### config.mk
export PLATFORM = sky130hd
export DESIGN_NAME = decrypter_out
export DESIGN_NICKNAME = d
export VERILOG_FILES = /design/src/rtl/decrypter_out.sv
export SDC_FILE = /design/constraint.sdc
export NUM_CORES = 1
export LEC_CHECK = 0
export BUFFER_PORTS_ARGS = -buffer_cell sky130_fd_sc_hd__buf_2
export CELL_PAD_IN_SITES_DETAIL_PLACEMENT = 1
export CELL_PAD_IN_SITES_GLOBAL_PLACEMENT = 2
export CORE_MARGIN = 5
export CORE_UTILIZATION = 40
export DETAILED_ROUTE_END_ITERATION = 12
export GPL_TIMING_DRIVEN = 0
export PLACE_DENSITY_LB_ADDON = 0.1
export RECOVER_POWER = 100
export SYNTH_ARGS = -nofsm -noshare
export SYNTH_HDL_FRONTEND = slang
export SYNTH_SLANG_ARGS = --single-unit
### constraint.sdc
create_clock -name clk -period 6.45 [get_ports clk]
set_input_delay 0.9675 -clock clk [delete_from_list [all_inputs] [get_ports clk]]
set_output_delay 0.9675 -clock clk [all_outputs]
set_load 0.01 [all_outputs]
### src/rtl/decrypter_out.sv
// Buffers decrypted 32-bit words and serialises them MSB-first to a UART byte handshake.
// Optional build macro DECRYPTER_OUT_ZERO_STRIP_EN drops 0x00 bytes instead of sending them.
module decrypter_out #(
    parameter int FIFO_DEPTH = 4,
    parameter int FIFO_AW    = 2
) (
    input  logic        clk,
    input  logic        rst,
    input  logic        start,
    input  logic        len_valid,
    input  logic [31:0] len_in,
    input  logic        fme_done,
    input  logic [31:0] fme_data_out,
    input  logic        tx_ready,
    output logic        tx_start,
    output logic [7:0]  tx_data,
    output logic        busy,
    output logic        done,
    output logic        overflow,
    output logic [31:0] words_sent
);

    typedef enum logic [2:0] {IDLE, WAIT_LEN, RUN, SEND, GAP} state_t;

    localparam logic [FIFO_AW:0] FULL_COUNT = (FIFO_AW + 1)'(FIFO_DEPTH);

    state_t             state;
    logic [31:0]        fifo_mem [FIFO_DEPTH];
    logic [FIFO_AW-1:0] wr_ptr;
    logic [FIFO_AW-1:0] rd_ptr;
    logic [FIFO_AW:0]   count;
    logic [31:0]        shift;
    logic [1:0]         byte_idx;
    logic [31:0]        len;
    logic               len_latched;
    logic [31:0]        words_received;

    logic fifo_full;
    logic pop;
    logic push_req;
    logic len_reached;
    logic push;
    logic byte_done;

    assign fifo_full   = (count == FULL_COUNT);
    assign pop         = (state == RUN) && (count != '0);
    assign push_req    = fme_done && (state != IDLE);
    assign len_reached = len_latched && (words_received == len);
    // A full FIFO still accepts a word when the head leaves in the same cycle.
    assign push        = push_req && !len_reached && (!fifo_full || pop);
    assign busy        = (state != IDLE);

`ifdef DECRYPTER_OUT_ZERO_STRIP_EN
    assign byte_done = (state == GAP) || ((state == SEND) && (shift[31:24] == 8'h00));
`else
    assign byte_done = (state == GAP);
`endif

    always_ff @(posedge clk) begin
        if (push) begin
            fifo_mem[wr_ptr] <= fme_data_out;
        end
    end

    always_ff @(posedge clk or posedge rst) begin
        if (rst) begin
            state          <= IDLE;
            wr_ptr         <= '0;
            rd_ptr         <= '0;
            count          <= '0;
            shift          <= '0;
            byte_idx       <= '0;
            len            <= '0;
            len_latched    <= 1'b0;
            words_received <= '0;
            words_sent     <= '0;
            tx_start       <= 1'b0;
            tx_data        <= '0;
            done           <= 1'b0;
            overflow       <= 1'b0;
        end else begin
            tx_start <= 1'b0;
            done     <= 1'b0;
            if (state == IDLE) begin
                if (start) begin
                    state          <= WAIT_LEN;
                    wr_ptr         <= '0;
                    rd_ptr         <= '0;
                    count          <= '0;
                    len            <= '0;
                    len_latched    <= 1'b0;
                    words_received <= '0;
                    words_sent     <= '0;
                    overflow       <= 1'b0;
                end
            end else begin
                if (push) begin
                    wr_ptr         <= wr_ptr + 1'b1;
                    words_received <= words_received + 32'd1;
                end
                if (push_req && !push) begin
                    overflow <= 1'b1;
                end
                if (pop) begin
                    rd_ptr <= rd_ptr + 1'b1;
                end
                if (push && !pop) begin
                    count <= count + 1'b1;
                end else if (!push && pop) begin
                    count <= count - 1'b1;
                end

                case (state)
                    WAIT_LEN: begin
                        if (len_valid) begin
                            len         <= len_in;
                            len_latched <= 1'b1;
                            if (len_in == 32'd0) begin
                                done  <= 1'b1;
                                state <= IDLE;
                            end else begin
                                state <= RUN;
                            end
                        end
                    end
                    RUN: begin
                        if (pop) begin
                            shift    <= fifo_mem[rd_ptr];
                            byte_idx <= '0;
                            state    <= SEND;
                        end
                    end
                    SEND: begin
                        if (!byte_done && tx_ready) begin
                            tx_data  <= shift[31:24];
                            tx_start <= 1'b1;
                            state    <= GAP;
                        end
                    end
                    default: ;
                endcase

                // Shared byte accounting for a sent byte (GAP) or a stripped one.
                if (byte_done) begin
                    shift    <= shift << 8;
                    byte_idx <= byte_idx + 2'd1;
                    if (byte_idx == 2'd3) begin
                        words_sent <= words_sent + 32'd1;
                        if (words_sent + 32'd1 == len) begin
                            done  <= 1'b1;
                            state <= IDLE;
                        end else begin
                            state <= RUN;
                        end
                    end else begin
                        state <= SEND;
                    end
                end
            end
        end
    end

endmodule

**Yosys cells after proc, flatten, opt, wreduce, memory -nomap -nowiden**

Memory sizes are Yosys's and may differ from the RTL's.
Cells that the tools add are included.

- Memories: 1
- Output and inout port bits: 44
- Register bits after elaboration: 152
- Bits in writable memories: 128
- Word-level logic and storage cells: 126

Memory list:

| memory | depth | width | rd ports | clocked after memory_dff | write ports | RTL line | text |
|---|---|---|---|---|---|---|---|
| fifo_mem | 4 | 32 | 1 | 0 | 1 | 28 | `logic [31:0] fifo_mem [FIFO_DEPTH];` |

- Equal/unequal tests: 12
- Reductions and logical operators: 39
- Muxes and demuxes: 52
- Bitwise operators: 1
- $add $sub $neg: 7

Operator list:

| cell | number |
|---|---|
| two-way mux 32 bit | 12 |
| adder 32 x 1 -> 32 bit, second input constant | 2 |
| equality test 32 bit | 2 |
| two-way mux 3 bit | 11 |
| zero test 32 bit | 1 |
| two-way mux 2 bit | 10 |
| two-way mux 1 bit | 18 |
| nonzero test 2 bit | 9 |
| AND reduction 3 bit | 4 |
| logical AND 1 bit | 9 |
| one-hot mux 3 bit (3 select lines) | 1 |
| nonzero test 3 bit | 3 |
| inequality test 4 bit, second input constant | 2 |
| AND reduction 2 bit | 4 |
| adder 2 x 1 -> 2 bit, second input constant | 3 |
| equality test 3 x 2 -> 1 bit, second input constant | 2 |
| equality test 3 bit, second input constant | 2 |
| zero test 1 bit | 5 |
| AND reduction 5 bit | 1 |
| nonzero test 5 bit | 1 |
| inequality test 4 x 3 -> 1 bit, second input constant | 1 |
| adder 3 x 1 -> 3 bit, second input constant | 1 |
| equality test 3 x 1 -> 1 bit, second input constant | 1 |
| zero test 3 bit | 1 |
| 5 further kinds | 5 |

**Logic depth before layout (Yosys ltp)**

- Depth after elaboration: 10
- Mapped depth: 14
- Mapped depth without buffers: 12

**Worst setup path before layout**

No wires, ideal clock.

- Kind: input to register
- From: input fme_done
- To: memory fifo_mem[0][0], enable pin
- Data required time: 6058 ps
- Path slack: 3730 ps
- Data arrival time: 2328 ps
- Stages on the path: 4
- Path through: nand2_1 -> nor2_1 -> clkbuf_1 -> and3_1

- Longest elaborated chain between the ends: 5

RTL lines:

| item | RTL line | text |
|---|---|---|
| start, declared | 12 | `input logic fme_done,` |
| logical AND 1 bit | 47 | `assign push_req = fme_done && (state != IDLE);` |
| logical AND 1 bit (2 in a row) | 50 | `assign push = push_req && !len_reached && (!fifo_full \|\| pop);` |
| two-way mux 1 bit | 60 | `if (push) begin` |
| two-way mux 1 bit (not written as such) | 61 | `fifo_mem[wr_ptr] <= fme_data_out;` |
| end, declared | 28 |  |

Every way passes these cells.

**Final worst setup path**

- From: register words_sent[0]
- To: register state[1]

- Longest elaborated chain between the ends: 6

RTL lines:

| item | RTL line | text |
|---|---|---|
| start, declared | 20 | `output logic [31:0] words_sent` |
| start signal, assigned | 148 | `words_sent <= words_sent + 32'd1;` |
| adder 32 x 1 -> 32 bit | 149 | `if (words_sent + 32'd1 == len) begin` |
| equality test 32 bit | 149 |  |
| two-way mux 2 bit | 149 |  |
| two-way mux 3 bit | 147 | `if (byte_idx == 2'd3) begin` |
| two-way mux 3 bit | 144 | `if (byte_done) begin` |
| two-way mux 3 bit | 84 | `if (state == IDLE) begin` |
| end signal, assigned | 86 | `state <= WAIT_LEN;` |
| end signal, assigned | 151 | `state <= IDLE;` |
| end signal, assigned | 153 | `state <= RUN;` |
| end, declared | 27 | `state_t state;` |

Every way passes these cells.
A chain may end at the register's enable or synchronous reset.

==> summary.txt <==
STA
  • Rel. slew slack: -0.230
  • Min Hold Slack: 473 ps
  • Slew Limit Fails: 169
  • Clk_skew: around 24 ps
  • Final period util: 0.596
  • Setup_tns: 0 ps
  • Final setup violating endpoints: 0
  • Hold Fails Final Rpt: 0
  • Tmin final: 3850 ps
  • RSZ-0062 raised after global routing: no
  • Max Clk Rate: 0.260 GHz
  • Setup slack after layout: around 2600 ps
  • Least-Margin Pin Slew: about 1800 ps

Pwr
  • Pleak: 6.12 nW
  • Maximum vdd drop: 385 uV
  • Power Density: 295 mW/mm2

Setup path
  • Worst path max stage delay: 590 ps
  • CP Max Fanout: 10
  • Slowest stage cell, crit path: nor4_1
  • Critical-path cell list: ha_1 > nand3_1 > nor4_1 > clkbuf_1 > o311ai_0 > a32oi_1 > nand4_1 > nor4_1 > a21oi_1
  • R2R Path End: state[1]
  • Reg2reg setup slack: around 2600 ps
  • Worst path bufs/invs: 1
  • Reg2reg path depth: 9
  • CP Data Arrival Time: 4230 ps
  • Crit path max-delay family: simple AND/OR/NAND/NOR gates
  • Nature of the critical path startpoint: register
  • CP Data Required Time: 6830 ps
  • Worst path most repeated cell: nor4_1
  • Crit Path Class: reg -> reg
  • RR Startpoint: words_sent[0]
  • Worst Setup SP: words_sent[0]
  • Critical Path End Type: register

Global route
  • GRT overflow: 0
  • Global-route wire length before repair: 64400 um
  • Largest net degree at the start of global routing: 117
  • Vias in the first global route: 10.9k
  • Total GRT Usage: 0.216
  • Initial antenna violation count: 1

Die
  • Initial core utilization: 0.404
  • DIE WIDTH: slightly below 200 um
  • Number of I/O pins: 114
  • DIE HEIGHT: 194 um
  • Area of the die: around 0.038 mm2
  • Row Count: 67
  • Core area: 0.0334 mm2

Clock tree
  • Cts repair resizes: 0
  • Hold buffers post-CTS: 0
  • Clock sink count: 280
  • Clk_lat worst skew: 530 ps
  • CTS tree: yes
  • Clk slew on worst S/H paths: 60 ps
  • Setup bufs post-CTS: 0
  • Total CTS buffers: 34
  • CTS max path bufs: 3
  • Clock root buffer: clkbuf_16
  • H-tree depth: 2

Drt
  • Initial DRC count: 440
  • Final antenna-violating net count: 0
  • Routed via count: ~10k
  • Final wirelength: around 41000 um
  • Avg WL per Cell: 22.7 um
  • Pre-Repair DR Iteration Count: 5
  • Residual DRC: 0
  • Vias/cell: 5.59

Cells and area
  • Commonest non-fill, non-tap cell in the layout: nand2_1
  • Fin area: 0.0157 mm2
  • Fillers: 3629
  • NumNets Final: 1413
  • Most frequent cells in the layout: nand2_1 (158), dfrtp_1 (152), clkbuf_1 (142)
  • Layout area overhead: 16.1%
  • Final std cells w/o fill: 1805
  • Share of layout cells above drive strength 1: 0.113
  • Ant. Diodes: 0

Yosys
  • Syn_nets: 1263
  • Synthesized area: approximately 0.014 mm2
  • Gate Count Post-Synth: 1185
  • Sequential area share after synthesis: 0.566
  • Synthesized flop and latch total: 280
  • Yosys warns: 0
  • Avg Cell Area, Syn: 11.4 um2
  • Synth cell types: between 70 and 80
  • Main synth FF type: dfrtp_1
  • Post-synth EDFFs: ~130
  • Ys async rst share: 0.543

Place
  • DP Cell Count: between 1.5k and 2k
  • GP Congestion: 0.854
  • Place WS: 2690 ps
  • # port buffers: about 110
  • DP HPWL: 29600 um
  • Area after DPL: 0.0147 mm2

Hold path
  • Worst Hold Launch: tx_data[2]
  • Hold endpoint: tx_data[2]
  • Hold Path Depth: 2
  • Worst hold path class: reg -> reg

Outcome
  • Failing checks: capacitance limit, slew limit
  • Status: finished with violations

Flow run
  • Max-cap violations: 5
logic make-up (layout without fill, tap and decap cells):
group	Yosys count	count (layout)	synth area share
flip-flops	280	280	0.566
AO/OA/AOI/OAI	228	228	0.109
buffers and inverters	94	266	0.0282
multiplexers	50	50	0.0672
adder cells (fa/ha/maj)	8	8	0.00796
AND/OR/NAND/NOR	447	447	0.170
XOR/XNOR	78	78	0.0516
how the worst max path moves through the flow:
stage / end / slack (ps) / depth (start not counted)
3_5_place_dp: state[1] / 2690 / 9
4_1_cts: state[1] / 2670 / 9
3_3_place_gp: words_received[5] / -940 / 2
6_report: state[1] / 2600 / 9
5_1_grt: state[1] / 2340 / 9
2_1_floorplan: byte_idx[0] / 1390 / 1
sequential cells by signal (all words and copies together), names as in the netlist, 3 cells and up:
register	count
fifo_mem	128
len	32
shift	32
words_received	32
words_sent	32
tx_data	8
count	3
state	3
tightest hold or removal path: cells and delay by family, from the launching register on:
family | cells | cell delay, ps
flops | 1 | 340
simple gates | 2 | 100
synth_stat cells (5+ instances only):
| cell type | n | share of area |
|---|---|---|
| a21oi_1 | 36 | 0.013 |
| a22o_1 | 33 | 0.021 |
| a31oi_1 | 29 | 0.013 |
| and2_1 | 10 | 0.0046 |
| and3_1 | 14 | 0.0065 |
| and4_1 | 7 | 0.0045 |
| buf_2 | 8 | 0.0030 |
| buf_4 | 5 | 0.0028 |
| clkbuf_1 | 60 | 0.017 |
| dfrtp_1 | 152 | 0.28 |
| edfxtp_1 | 128 | 0.28 |
| ha_1 | 7 | 0.0065 |
| inv_1 | 17 | 0.0047 |
| mux2_2 | 6 | 0.0050 |
| mux2i_1 | 12 | 0.0089 |
| mux4_2 | 32 | 0.053 |
| nand2_1 | 158 | 0.044 |
| nand3_1 | 37 | 0.014 |
| nand4_1 | 30 | 0.014 |
| nor2_1 | 78 | 0.022 |
| nor2b_1 | 5 | 0.0023 |
| nor3_1 | 15 | 0.0056 |
| nor3b_1 | 6 | 0.0033 |
| nor4_1 | 22 | 0.010 |
| o21ai_0 | 74 | 0.027 |
| o31ai_1 | 13 | 0.0072 |
| o41ai_1 | 7 | 0.0045 |
| or3_1 | 26 | 0.012 |
| or4_1 | 9 | 0.0050 |
| xnor2_1 | 53 | 0.034 |
| xor2_1 | 24 | 0.016 |
final cells by class:
| type | count | area [um2] | area share |
|---|---|---|---|
| multi-input combinational | 811 | 5470 | 0.348 |
| clock buffer | 41 | 907 | 0.0578 |
| buffer | 76 | 314 | 0.0200 |
| sequential | 280 | 7650 | 0.487 |
| clock inverter | 17 | 234 | 0.0149 |
| tap | 448 | 561 | 0.0357 |
| inverter | 18 | 68.8 | 0.00438 |
| timing repair buffer | 114 | 498 | 0.0317 |
where the power goes:
part	switching, mW	internal, mW
registers	0.0907	2.10
logic	0.301	0.169
clock network	0.761	1.21
layer usage:
metal,vias up,routed length (um),GRT usage
met4,2,885,0.0557
met1,5090,18100,0.284
met5,-,18,0
met3,59,1580,0.0348
li1,4724,-,-
met2,213,20400,0.375
metrics by stage:
step,utilization,power (mW)
detailed placement,0.439,2.71
floorplan,-,2.50
global route,0.469,4.84
CTS,0.473,4.70
finish,0.469,4.63
global placement,0.438,2.68
Power figures use the tool's default switching activity.
